--- config.mk ---
export PLATFORM = sky130hd
export DESIGN_NAME = quad_pwm_gen
export DESIGN_NICKNAME = d
export VERILOG_FILES = /design/src/rtl/quad_pwm_gen.sv
export SDC_FILE = /design/constraint.sdc
export NUM_CORES = 1
export LEC_CHECK = 0
export BUFFER_PORTS_ARGS = -buffer_cell sky130_fd_sc_hd__buf_2
export CAP_MARGIN = 20
export CORE_MARGIN = 2
export CORE_UTILIZATION = 60
export DETAILED_ROUTE_END_ITERATION = 10
export PLACE_DENSITY = 0.84
export SLEW_MARGIN = 5
export SYNTH_ARGS = -nofsm -noshare
export SYNTH_HDL_FRONTEND = slang
export SYNTH_SLANG_ARGS = --single-unit
--- constraint.sdc ---
create_clock -name clk_clk -period 7.7 [get_ports clk_clk]
set_input_delay 1.54 -clock clk_clk [delete_from_list [all_inputs] [get_ports clk_clk]]
set_output_delay 1.54 -clock clk_clk [all_outputs]
set_load 0.01 [all_outputs]
--- src/rtl/quad_pwm_gen.sv ---
// Four-channel PWM generator with shadowed period/duty words that only take
// effect at period boundaries, plus an emergency stop that overrides everything.

module quad_pwm_lane #(
  parameter int CNT_W = 32
) (
  input  logic             clk,
  input  logic             rst_n,
  input  logic             load,
  input  logic             en,
  input  logic [CNT_W-1:0] duty,
  input  logic [CNT_W-1:0] cnt,
  output logic             pwm
);
  logic [CNT_W-1:0] duty_sh;

  always_ff @(posedge clk or negedge rst_n) begin
    if (!rst_n) begin
      duty_sh <= '0;
      pwm     <= 1'b0;
    end else begin
      if (load) duty_sh <= duty;
      // duty_sh >= period keeps cnt < duty_sh true across the wrap: no low glitch
      pwm <= en && (cnt < duty_sh);
    end
  end
endmodule

module quad_pwm_gen #(
  parameter int CNT_W = 32
) (
  input  logic             clk_clk,
  input  logic             reset_reset_n,
  input  logic [CNT_W-1:0] duty_1_export,
  input  logic [CNT_W-1:0] duty_2_export,
  input  logic [CNT_W-1:0] duty_3_export,
  input  logic [CNT_W-1:0] duty_4_export,
  input  logic [CNT_W-1:0] period_export,
  input  logic [31:0]      stop_export,
  output logic [3:0]       pwm_out,
  output logic             cycle_start,
  output logic             running
);
  localparam int NUM_LANES = 4;

  typedef enum logic {STOPPED = 1'b0, RUN = 1'b1} state_t;

  state_t                            state, state_nxt;
  logic [CNT_W-1:0]                  cnt, cnt_nxt, per_sh;
  logic                              load, stop, per_nz, en;
  logic [NUM_LANES-1:0][CNT_W-1:0]   duty_in;
  logic                              unused_stop_bits;

  assign stop             = stop_export[0];
  assign unused_stop_bits = &{1'b0, stop_export[31:1]};
  assign duty_in          = {duty_4_export, duty_3_export, duty_2_export, duty_1_export};
  assign per_nz           = (per_sh != '0);
  assign en               = (state == RUN) && !stop && per_nz;

  always_ff @(posedge clk_clk or negedge reset_reset_n) begin
    if (!reset_reset_n) state <= STOPPED;
    else                state <= state_nxt;
  end

  always_comb begin
    state_nxt = state;
    case (state)
      STOPPED: if (!stop) state_nxt = RUN;
      RUN:     if (stop)  state_nxt = STOPPED;
      default:            state_nxt = STOPPED;
    endcase
  end

  // Stop wins over everything; a zero period parks the counter and keeps reloading.
  always_comb begin
    load    = 1'b0;
    cnt_nxt = cnt;
    if (state == STOPPED) begin
      load    = 1'b1;
      cnt_nxt = '0;
    end else if (stop) begin
      cnt_nxt = '0;
    end else if (!per_nz || (cnt >= per_sh - CNT_W'(1))) begin
      load    = 1'b1;
      cnt_nxt = '0;
    end else begin
      cnt_nxt = cnt + CNT_W'(1);
    end
  end

  always_ff @(posedge clk_clk or negedge reset_reset_n) begin
    if (!reset_reset_n) begin
      cnt         <= '0;
      per_sh      <= '0;
      cycle_start <= 1'b0;
      running     <= 1'b0;
    end else begin
      cnt         <= cnt_nxt;
      if (load) per_sh <= period_export;
      cycle_start <= (state == RUN) && (cnt == '0) && per_nz;
      running     <= (state == RUN);
    end
  end

  for (genvar i = 0; i < NUM_LANES; i++) begin : g_lane
    quad_pwm_lane #(.CNT_W(CNT_W)) u_lane (
      .clk   (clk_clk),
      .rst_n (reset_reset_n),
      .load  (load),
      .en    (en),
      .duty  (duty_in[i]),
      .cnt   (cnt),
      .pwm   (pwm_out[i])
    );
  end
endmodule

==> results.md, run 1 <==
- Fin crit period: 5.51 ns
- Die area: 21,900 sq um
- Leak: 0.00761 uW
- Drt initial violations: 456
- Seq pwr share: 47.0%
- Dpl hpwl: 20.3 mm
- # setup viols final: 0
- Most common cell in the synthesized netlist: dfrtp_1
- Startpoint types: register
- Total negative setup slack: 0 ns
- Synth Area per Inst: 11.2 sq um
- EDFF count, synth: 0
- # H-tree levels: 4
- Post-Syn Area: 12,500 sq um
- CTS Hold Bufs: 0
- Core area: 20,300 sq um
- Clk pin slew, worst setup/hold paths: 0.07 ns
- Fmax: 0.181 GHz
- Yosys top cell area share: 40.0%
- Die Ht: 148 um
- Total number of vias: 8,964
- Port bufs: 168
- FF-to-FF setup slack: 2.19 ns
- Compound-Gate Fraction of Synth Area: 7.58%
- Drc violations: 0
- Clock Sinks: 199
- Logic pwr share: 17.5%
- Final ANT Viol Nets: 0
- Critical Path RT: 8.02 ns
- Max clock buf depth: 2
- Core Util, Final: 69.7%
- Switch Pwr: 709 uW
- Post-CTS Resized: 0
- Clock Root Buffer: clkbuf_16
- Layout net count: 1,629
- Status: finished clean
- Largest family of logic cells by synthesized area: multiplexers
- Ant diodes: 0
- Die W: 148 um
- Post-synth top cells: dfrtp_1, ha_1, inv_1, mux2_4, nor2_1
- Cell Rows: 52
- Worst slew pin tran: 0.967 ns
- Clock skew: 0.0128 ns
- Power Dens Cells: 188 nW/um^2
- Relative slew slack: 35.5%
- Ratio of final minimum period to clock period: 71.6%
- CP Data Arrival Time: 5.83 ns
- Post-synthesis xor/xnor area fraction: 4.15%
- Routed len/inst: 18.1 um
- Placer Congestion: 0.862
- Initial Util: 61.3%
- Post-Syn Nets: 1,461
- Max Slew Vio Count: 0
- Finished Layout Cells: 1,558
- CTS tree: yes
- Total Routed Length: 28.3 mm
- Ys async rst share: 100%
- Final hold violations: 0
- Ranking of synthesized cells by area: dfrtp_1, ha_1, mux2_4
- Distinct cells, synth: 42
- Peak supply drop: 0.131 mV
- Post-Synth Adder-Cell Area: 16.1%
- Largest net degree at the start of global routing: 114
- Vias in the first global route: 9,338
- Hold Crit Class: reg -> reg
- Area delta synth->final: 13.7%
- Clock Latency Late Sink: 0.44 ns
- Ports: 200
- Sequential element share of the synthesized area: 40.0%
- Simple-gate share of the synthesized area: 9.00%
- CP Max Fanout: 59
- Max-capacitance violation count: 0
- CP Capture Type: register
- RSZ-0062 raised after global routing: false
- GRT Residual Overflow: 0
- DP Cell Count: 1,525
- Initial antenna violation count: 1
- Synth area leader: dfrtp_1
- Worst setup path class: reg -> reg
- Yosys reg bits: 199
- Total CTS buffers: 17
- Most used DFF post-synth: dfrtp_1
- Sw frac: 26.7%
- Synth warnings: 0
- Syn Inst Count: 1,107
- Via density: 5.75
- Clk pwr share: 35.4%
- First-pass GRT wire length: 46.1 mm
- Post-synthesis mux area share: 17.5%
- 1st-pass router iterations: 6
- Pint: 1950 uW
- Gr usage total: 26.6%
- Layout cell share with drive strength beyond 1: 24.0%
- Setup Fix Bufs, Post-CTS: 0
worst max-delay path, stage by stage (launching register included):
cell and delay [ns]:
dfrtp_1 0.45, or4_4 0.58, or4_4 0.44, or3_1 0.43, nor2_1 0.23, nand2_1 0.09
xor2_1 0.16, ha_1 0.31, nand4_1 0.14, nor4_1 0.10, a221oi_1 0.27, and3_1 0.21
nor2b_1 0.17, a22o_4 0.77, buf_4 0.62, mux2_1 0.40
cell type report:
class                           count  area (sq um)
Timing Repair Buffer              174           935
Tap cell                          270           338
Sequential cell                   199          4980
Clock inverter                     13           169
Multi-Input combinational cell    747          6770
Clock buffer                       19           453
Fill cell                        1509          6150
Inverter                          136           510
placed cells by master (no fill, tap or decap), types with 4 or more instances in the layout:
master      count
a211oi_1       10
a21o_1         46
a21oi_1        40
a221oi_1        4
a31oi_1         4
and3_1          5
buf_2         167
clkbuf_16      17
clkinvlp_4      4
dfrtp_1       199
ha_1          160
inv_1         136
mux2_1         60
mux2_4        100
nand2_1        35
nand2b_1        6
nand3_1        22
nand4_1        33
nor2_1         66
nor2b_1         4
nor3_1         18
nor4_1         19
o211ai_1        4
o21a_1          6
o21ai_0        21
xnor2_1        36
xor2_1         23
per-stage QoR:
stage / power (uW) / hold slack (ns) / setup slack, ns / instance area [sq um]
floorplan: 1570 / 0.396 / 3.27 / 12500
global placement: 1690 / 0.450 / 2.27 / 13500
detailed placement: 1730 / 0.462 / 2.20 / 13500
CTS: 2670 / 0.477 / 2.17 / 14100
global route: 2780 / 0.496 / 1.88 / 14200
finish: 2650 / 0.492 / 2.19 / 14200
routing by layer:
metal	GRT usage (%)	vias to the layer above	part of all wire, %
li1	-	4235	-
met1	34.0	4355	43
met2	45.0	297	49
met3	5.12	75	5.4
met4	10.3	2	2.9
met5	0	-	0.046
power by group through the flow:
| stage | clock, uW | combinational (uW) | sequential, uW |
|---|---|---|---|
| final | 941 | 466 | 1250 |
| after CTS | 952 | 468 | 1250 |
| after global routing | 999 | 519 | 1260 |
| after global placement | 0 | 437 | 1260 |
| after detailed placement | 0 | 461 | 1260 |
| after floorplan | 0 | 336 | 1240 |
path summary, 6_finish.rpt:
check                           cells past startpoint                    startpoint                      endpoint
worst min-delay path                                1  g_lane[0].u_lane.duty_sh[16]  g_lane[0].u_lane.duty_sh[16]
worst max-delay path                               15                    per_sh[11]  g_lane[0].u_lane.duty_sh[12]
max in group asynchronous                           3                 reset_reset_n  g_lane[3].u_lane.duty_sh[26]
min in group asynchronous                           1                 reset_reset_n   g_lane[0].u_lane.duty_sh[8]
worst min register to register                      1  g_lane[0].u_lane.duty_sh[16]  g_lane[0].u_lane.duty_sh[16]
worst max register to register                     15                    per_sh[11]  g_lane[0].u_lane.duty_sh[12]
kinds of logic after synthesis:
group | count (synthesis)
and+or+nand+nor | 223
muxes | 160
AOI/OAI and AO/OA | 145
DFF | 199
adders and majority gates | 160
xor gates and xnor gates | 59
buffers and inverters | 161
sequential cells by signal, summed over array words and instances, names as in the netlist:
signal and flops:
cycle_start 1, per_sh 32, g_lane.u_lane.duty_sh 128, g_lane.u_lane.pwm 4, state 1, running 1, cnt 32
Note: power is estimated with default switching activity, not from simulation.
==> inputs of run 2 (changes only) <==
--- a/config.mk
+++ b/config.mk
@@ -8,9 +8,9 @@
 export BUFFER_PORTS_ARGS = -buffer_cell sky130_fd_sc_hd__buf_2
 export CAP_MARGIN = 20
 export CORE_MARGIN = 2
-export CORE_UTILIZATION = 60
+export CORE_UTILIZATION = 52
 export DETAILED_ROUTE_END_ITERATION = 10
-export PLACE_DENSITY = 0.84
+export PLACE_DENSITY = 0.77
 export SLEW_MARGIN = 5
 export SYNTH_ARGS = -nofsm -noshare
 export SYNTH_HDL_FRONTEND = slang
==> constraint.sdc (replaced) <==
create_clock -name clk_clk -period 4.6 [get_ports clk_clk]
set_input_delay 0.92 -clock clk_clk [delete_from_list [all_inputs] [get_ports clk_clk]]
set_output_delay 0.92 -clock clk_clk [all_outputs]
set_load 0.01 [all_outputs]
==> results.md, run 2 (same netlist as run 1, synthesis figures left out) <==
- Status: finished clean
- First-pass GRT wire length: 45.9 mm (-0.33%)
- Pwr Total: 4400 uW (+66%)
- FF-to-FF setup slack: 0.13 ns (-2.05 ns)
- Switch Pwr: 1220 uW (+72%)
- CP Data Arrival Time: 4.78 ns (-1.05 ns)
- CP Capture Type: register
- Gr usage total: 22.7% (-3.9 points)
- Worst slew pin tran: 1.07 ns (+0.107 ns)
- Stages on worst setup path: 16 (+1)
- # H-tree levels: 4 (unchanged)
- Max-capacitance violation count: 0 (unchanged)
- Final hold violations: 0 (unchanged)
- Pint: 3180 uW (+63%)
- Layout cell share with drive strength beyond 1: 26.2% (+2.2 points)
- 1st-pass router iterations: 5 (-1)
- Port bufs: 168 (unchanged)
- Vias in the first global route: 9,117 (-2.4%)
- Initial Util: 53.0% (-8.3 points)
- Dpl hpwl: 20.2 mm (-0.65%)
- Peak supply drop: 0.172 mV (+32%)
- Regs by FF count: g_lane.u_lane.duty_sh (128), cnt (32), per_sh (32)
- Area delta synth->final: 17.2%
- Clock Root Buffer: clkbuf_16
- Placer Congestion: 0.819 (-5.0%)
- Die Ht: 159 um (+7.2%)
- Clk pin slew, worst setup/hold paths: 0.07 ns (about the same)
- Clock Latency Late Sink: 0.44 ns (about the same)
- Worst setup path class: reg -> reg
- Clock Sinks: 199 (unchanged)
- Die W: 159 um (+7.2%)
- Core area: 23,500 sq um (+16%)
- Layout net count: 1,652 (+1.4%)
- Final ANT Viol Nets: 0 (unchanged)
- Fin crit period: 4.47 ns (-1.05 ns)
- DP Cell Count: 1,581 (+3.7%)
- Critical Path Source: per_sh[12]
- Initial antenna violation count: 2 (+1)
- Fmax: 0.224 GHz (+23%)
- Hold Crit Class: reg -> reg
- Commonest non-fill, non-tap cells in the layout: dfrtp_1, buf_2, ha_1, inv_1, mux2_4
- Clock skew: 0.0124 ns (-0.000344 ns)
- Routed len/inst: 18.3 um (+0.71%)
- Die area: 25,200 sq um (+15%)
- Logic pwr share: 18.9% (+1.4 points)
- Relative slew slack: 28.4% (-7.1 points)
- Clk pwr share: 33.7% (-1.7 points)
- Total CTS buffers: 17 (unchanged)
- Cell Rows: 56 (+7.7%)
- Seq pwr share: 47.4% (+0.4 points)
- Total negative setup slack: 0 ns (unchanged)
- Kind of cell adding the most delay to the critical path: simple AND/OR/NAND/NOR gates
- Commonest non-fill, non-tap cell in the layout: dfrtp_1
- Slowest-stage cell, CP: or4_4
- Sw frac: 27.7% (+0.95 points)
- Max Slew Vio Count: 0 (unchanged)
- Ratio of final minimum period to clock period: 97.1% (+26 points)
- Register-to-Register Path Depth: 16 (+1)
- CTS Hold Bufs: 0 (unchanged)
- Finished Layout Cells: 1,632 (+4.7%)
- Cell mode on critical path: or4_4
- Leak: 0.00778 uW (+2.3%)
- # setup viols final: 0 (unchanged)
- CP Max Fanout: 9 (-85%)
- Worst r2r src: per_sh[12]
- Critical Path RT: 4.92 ns (-3.10 ns)
- Max clock buf depth: 2 (unchanged)
- Drc violations: 0 (unchanged)
- CTS tree: yes
- Critical Path End: g_lane[0].u_lane.duty_sh[12]
- Crit path largest cell delay: 0.55 ns (-0.22 ns)
- Largest net degree at the start of global routing: 123 (+7.9%)
- Largest Register: g_lane.u_lane.duty_sh
- Total Routed Length: 29.8 mm (+5.5%)
- GRT Residual Overflow: 0 (unchanged)
- Reg-to-reg endpoint: g_lane[0].u_lane.duty_sh[12]
- Via density: 5.50 (-4.4%)
- Max reg flops: 128 (unchanged)
- Drt initial violations: 474 (+3.9%)
- Startpoint types: register
- Total number of vias: 8,978 (+0.16%)
- Power Dens Cells: 301 nW/um^2 (+61%)
- Ports: 200 (unchanged)
- Buf/Inv on CP: 3 (+2)
- Crit-path cells: or4_4 > or4_4 > or3_4 > buf_4 > nor3_4 > xnor2_1 > ha_1 > nand4_1 > nor4_2 > a221oi_1 > and3_1 > nor2b_2 > a22o_4 > buf_12 > clkbuf_16 > mux2_1
-- run 2: changes by cell type in the layout (fill, tap and decap cells not counted), sizes merged --
| cell | previous run | this run |
|---|---|---|
| clkinvlp | 4 | 6 |
| diode | 0 | 2 |
| clkbuf | 20 | 25 |
| bufinv | 3 | 1 |
| buf | 173 | 191 |
-- run 2: power groups by stage --
stage	sequential, uW	combinational, uW	clock (uW)
after global placement	2100	748	0
after global routing	2100	927	1590
after floorplan	2070	563	0
after detailed placement	2110	782	0
after CTS	2080	792	1520
final	2080	832	1480
-- run 2: repair_timing --
action	in CTS	in global routing
setup endpoints to repair	66	160
resized for setup	2	16
buffers inserted	0	7
pin swaps	0	7
cloned	0	10
-- run 2: worst register-to-register path: stages (launching register included) --
cell and delay [ns]:
dfrtp_1 0.38, or4_4 0.55, or4_4 0.52, or3_4 0.38
buf_4 0.17, nor3_4 0.16, xnor2_1 0.10, ha_1 0.28
nand4_1 0.11, nor4_2 0.33, a221oi_1 0.12, and3_1 0.17
nor2b_2 0.16, a22o_4 0.26, buf_12 0.16, clkbuf_16 0.18
mux2_1 0.33
-- run 2: worst min-delay path by stage --
stage | endpoint | depth (start not counted) | from
2_1_floorplan | running | 0 | state
3_3_place_gp | running | 0 | state
3_5_place_dp | running | 0 | state
4_1_cts | running | 0 | state
5_1_grt | running | 0 | state
6_report | running | 0 | state
-- run 2: layer usage --
metal,share of wire (%),track usage (%),up-vias
met3,4.8,3.19,45
met4,1.8,7.51,0
met5,0,0,-
li1,-,-,4284
met2,47,37.2,264
met1,47,31.3,4385
-- run 2: layout make-up --
| cell class | count | area [sq um] |
|---|---|---|
| fillers | 1908 | 8890 |
| multi-input cells | 747 | 6830 |
| flip-flops and latches | 199 | 4980 |
| repair buffers | 197 | 1290 |
| inverters | 136 | 510 |
| clock buffers | 19 | 453 |
| well taps | 319 | 399 |
| clock inverters | 13 | 120 |
| diodes | 2 | 5.00 |
-- run 2: stage by stage --
stage | cell area, sq um | util, % | hold slack [ns] | worst slack (ns)
2_1_floorplan | 12500 | - | 0.396 | 0.167
3_3_place_gp | 13600 | 58.1 | 0.433 | 0.0641
3_5_place_dp | 13600 | 58.1 | 0.446 | 0.00734
4_1_cts | 14200 | 60.6 | 0.470 | 0.0315
5_1_grt | 14600 | 62.1 | 0.500 | -0.0386
6_report | 14600 | 62.1 | 0.476 | 0.134
==> inputs of run 3 (changes only) <==
--- a/config.mk
+++ b/config.mk
@@ -10,8 +10,9 @@
 export CORE_MARGIN = 2
 export CORE_UTILIZATION = 52
 export DETAILED_ROUTE_END_ITERATION = 10
-export PLACE_DENSITY = 0.77
+export PLACE_DENSITY = 0.78
 export SLEW_MARGIN = 5
 export SYNTH_ARGS = -nofsm -noshare
 export SYNTH_HDL_FRONTEND = slang
+export SYNTH_HIERARCHICAL = 1
 export SYNTH_SLANG_ARGS = --single-unit
==> results.md, run 3 <==
- Initial antenna violation count: 0 (-2)
- Setup ws final: 0.233 ns (+0.0986 ns)
- First-pass GRT wire length: 46.7 mm (+1.8%)
- Post-Syn Area: 12,000 sq um (-3.8%)
- Clock Sinks: 199 (unchanged)
- Placement Setup Slack: 0.160 ns (+0.153 ns)
- Yosys top cell area share: 41.6% (+1.6 points)
- CP Max Fanout: 12 (+3)
- Max clock buf depth: 2 (unchanged)
- Area delta synth->final: 16.3%
- Fmax: 0.229 GHz (+2.3%)
- Dpl hpwl: 21.1 mm (+4.7%)
- Largest Register: g_lane.u_lane/duty_sh
- # setup viols final: 0 (unchanged)
- Ratio of final minimum period to clock period: 94.9% (-2.1 points)
- 1st-pass router iterations: 5 (unchanged)
- Layout cell share with drive strength beyond 1: 18.7% (-7.4 points)
- CP Data Arrival Time: 4.69 ns (-0.09 ns)
- Core area: 22,600 sq um (-3.5%)
- GRT Residual Overflow: 0 (unchanged)
- Max-capacitance violation count: 0 (unchanged)
- Most common cell in the synthesized netlist: dfrtp_1
- Met3 wire len: 1.43 mm (-1.0%)
- Filler cells: 1,860 (-2.5%)
- Synth area leader: dfrtp_1
- Critical Path RT: 4.92 ns (about the same)
- Die area: 24,300 sq um (-3.7%)
- Startpoint types: register
- Area after DPL: 13,300 sq um (-2.7%)
- Ant diodes: 0 (-2)
- Worst slew pin tran: 0.717 ns (-0.357 ns)
- Ports: 200 (unchanged)
- Initial Util: 52.9% (-0.16 points)
- Met2 wire len: 13.3 mm (-4.5%)
- Max reg flops: 128 (unchanged)
- Vias in the first global route: 9,670 (+6.1%)
- Via density: 5.47 (-0.64%)
- Crit-path cells: or4_1 > nor3_2 > and3_1 > nand2b_1 > or4_1 > xor2_1 > ha_1 > nand4_1 > nor2_1 > a221o_1 > a211o_1 > o31a_2 > buf_12 > buf_12 > mux2_4
- Commonest non-fill, non-tap cells in the layout: dfrtp_1, nand2_1, buf_2, ha_1, o21ai_0
- Commonest non-fill, non-tap cell in the layout: dfrtp_1
- Fin crit period: 4.37 ns (-0.0986 ns)
- Distinct cells, synth: 48 (+14%)
- Peak supply drop: 0.228 mV (+32%)
- Yosys reg bits: 199 (unchanged)
- Pwr Total: 4280 uW (-2.7%)
- Ys async rst share: 100% (unchanged)
- Hold Crit Class: reg -> reg
- Regs by FF count: g_lane.u_lane/duty_sh (128), cnt (32), per_sh (32)
- Status: finished clean
- Largest net degree at the start of global routing: 87 (-29%)
- CP Capture Type: register
- DR top layer: met4
- Final Cell Area: 13,900 sq um (-4.5%)
- FF-to-FF setup slack: 0.23 ns (+0.10 ns)
- Die W: 156 um (-1.9%)
- WHS: 0.474 ns (-0.00187 ns)
- Synth warnings: 6 (+6)
- Slowest-stage cell, CP: or4_1
- Gr usage total: 24.3% (+1.6 points)
- Clock skew: 0.0105 ns (-0.00189 ns)
- Routed len/inst: 16.3 um (-11%)
- Leak: 0.00699 uW (-10%)
- Post-Syn Nets: 1,630 (+12%)
- Setup Fix Bufs, Post-CTS: 0 (unchanged)
- EDFF count, synth: 0 (unchanged)
- Total negative setup slack: 0 ns (unchanged)
- Drt initial violations: 613 (+29%)
- Total CTS buffers: 17 (unchanged)
- Max Slew Vio Count: 0 (unchanged)
- CTS Hold Bufs: 0 (unchanged)
- Ranking of synthesized cells by area: dfrtp_1, ha_1, o21ai_0
- # H-tree levels: 4 (unchanged)
- Cell Rows: 55 (-1.8%)
- Final ANT Viol Nets: 0 (unchanged)
- Die Ht: 156 um (-1.9%)
- Syn Inst Count: 1,276 (+15%)
- Worst setup path class: reg -> reg
- Power Dens Cells: 307 nW/um^2 (+1.9%)
- Post-CTS Resized: 0 (-2)
- Synth Area per Inst: 9.38 sq um (-17%)
- Clk pin slew, worst setup/hold paths: 0.07 ns (about the same)
- Total number of vias: 9,555 (+6.4%)
- Layout net count: 1,804 (+9.2%)
- Final hold violations: 0 (unchanged)
- Metal-1 WL: 12.9 mm (-7.6%)
- Total Routed Length: 28.5 mm (-4.6%)
- Relative slew slack: 52.2% (+24 points)
- RSZ-0062 raised after global routing: false
- Sequential element share of the synthesized area: 41.6% (+1.6 points)
- Post-synth top cells: dfrtp_1, nand2_1, ha_1, o21ai_0, inv_1
- Port bufs: 168 (unchanged)
- Placer Congestion: 0.832 (+1.6%)
- Clock Root Buffer: clkbuf_16
- Drc violations: 0 (unchanged)
- CTS tree: yes
- Most used DFF post-synth: dfrtp_1
- Crit path largest cell delay: 0.58 ns (+0.03 ns)
- Clock Latency Late Sink: 0.44 ns (about the same)
==> run 3: report_power, final <==
part | internal [uW] | switching (uW) | leakage, uW
Combinational | 326 | 403 | 0.00424
Clock | 872 | 664 | 0.000280
Sequential | 1920 | 88.2 | 0.00247
==> run 3: logic make-up after synthesis <==
logic type               count (synthesis)  share of synthesized area [%]
AND/OR/NAND/NOR                        402                           15.4
XOR/XNOR                                59                           4.32
adder cells (fa/ha/maj)                160                           16.7
AO/OA/AOI/OAI                          243                           11.7
buffers and inverters                  177                           6.06
flip-flops                             199                           41.6
multiplexers                            36                           4.29
==> run 3: metal layers <==
| layer | up-vias | global-route usage, % |
|---|---|---|
| li1 | 4699 | - |
| met2 | 303 | 40.5 |
| met1 | 4500 | 31.9 |
| met4 | 0 | 10.4 |
| met3 | 53 | 3.53 |
| met5 | - | 0 |
==> run 3: worst max-delay path, delay by kind of cell (launching register included) <==
family / cells / cell delay (ns)
simple gates: 7 / 1.82
mux: 1 / 0.30
compound gates: 3 / 0.95
xor+xnor: 1 / 0.16
flops: 1 / 0.43
fa+ha+maj: 1 / 0.27
buf+inv: 2 / 0.32
==> run 3: area by class of cell <==
class	instances	area, sq um	area share, %
clock buffers	21	450	3.23
clock inverters	11	148	1.06
inverters	138	518	3.72
multi-input cells	900	6290	45.2
flip-flops and latches	199	4980	35.8
well taps	285	357	2.56
repair buffers	194	1180	8.49
==> run 3: worst paths after layout <==
check | start | depth (start not counted) | end
min in group asynchronous | reset_reset_n | 1 | g_lane[1].u_lane/duty_sh[24]
max in group asynchronous | reset_reset_n | 2 | g_lane[1].u_lane/duty_sh[21]
max reg2reg | per_sh[13] | 15 | per_sh[21]
min reg2reg | state | 0 | running
min | state | 0 | running
max | per_sh[13] | 15 | per_sh[21]
==> run 3: metrics by stage <==
stage,cells,utilization (%)
global route,1748,61.5
floorplan,1276,-
detailed placement,1715,58.6
global placement,1715,58.6
CTS,1747,61.3
finish,1748,61.5
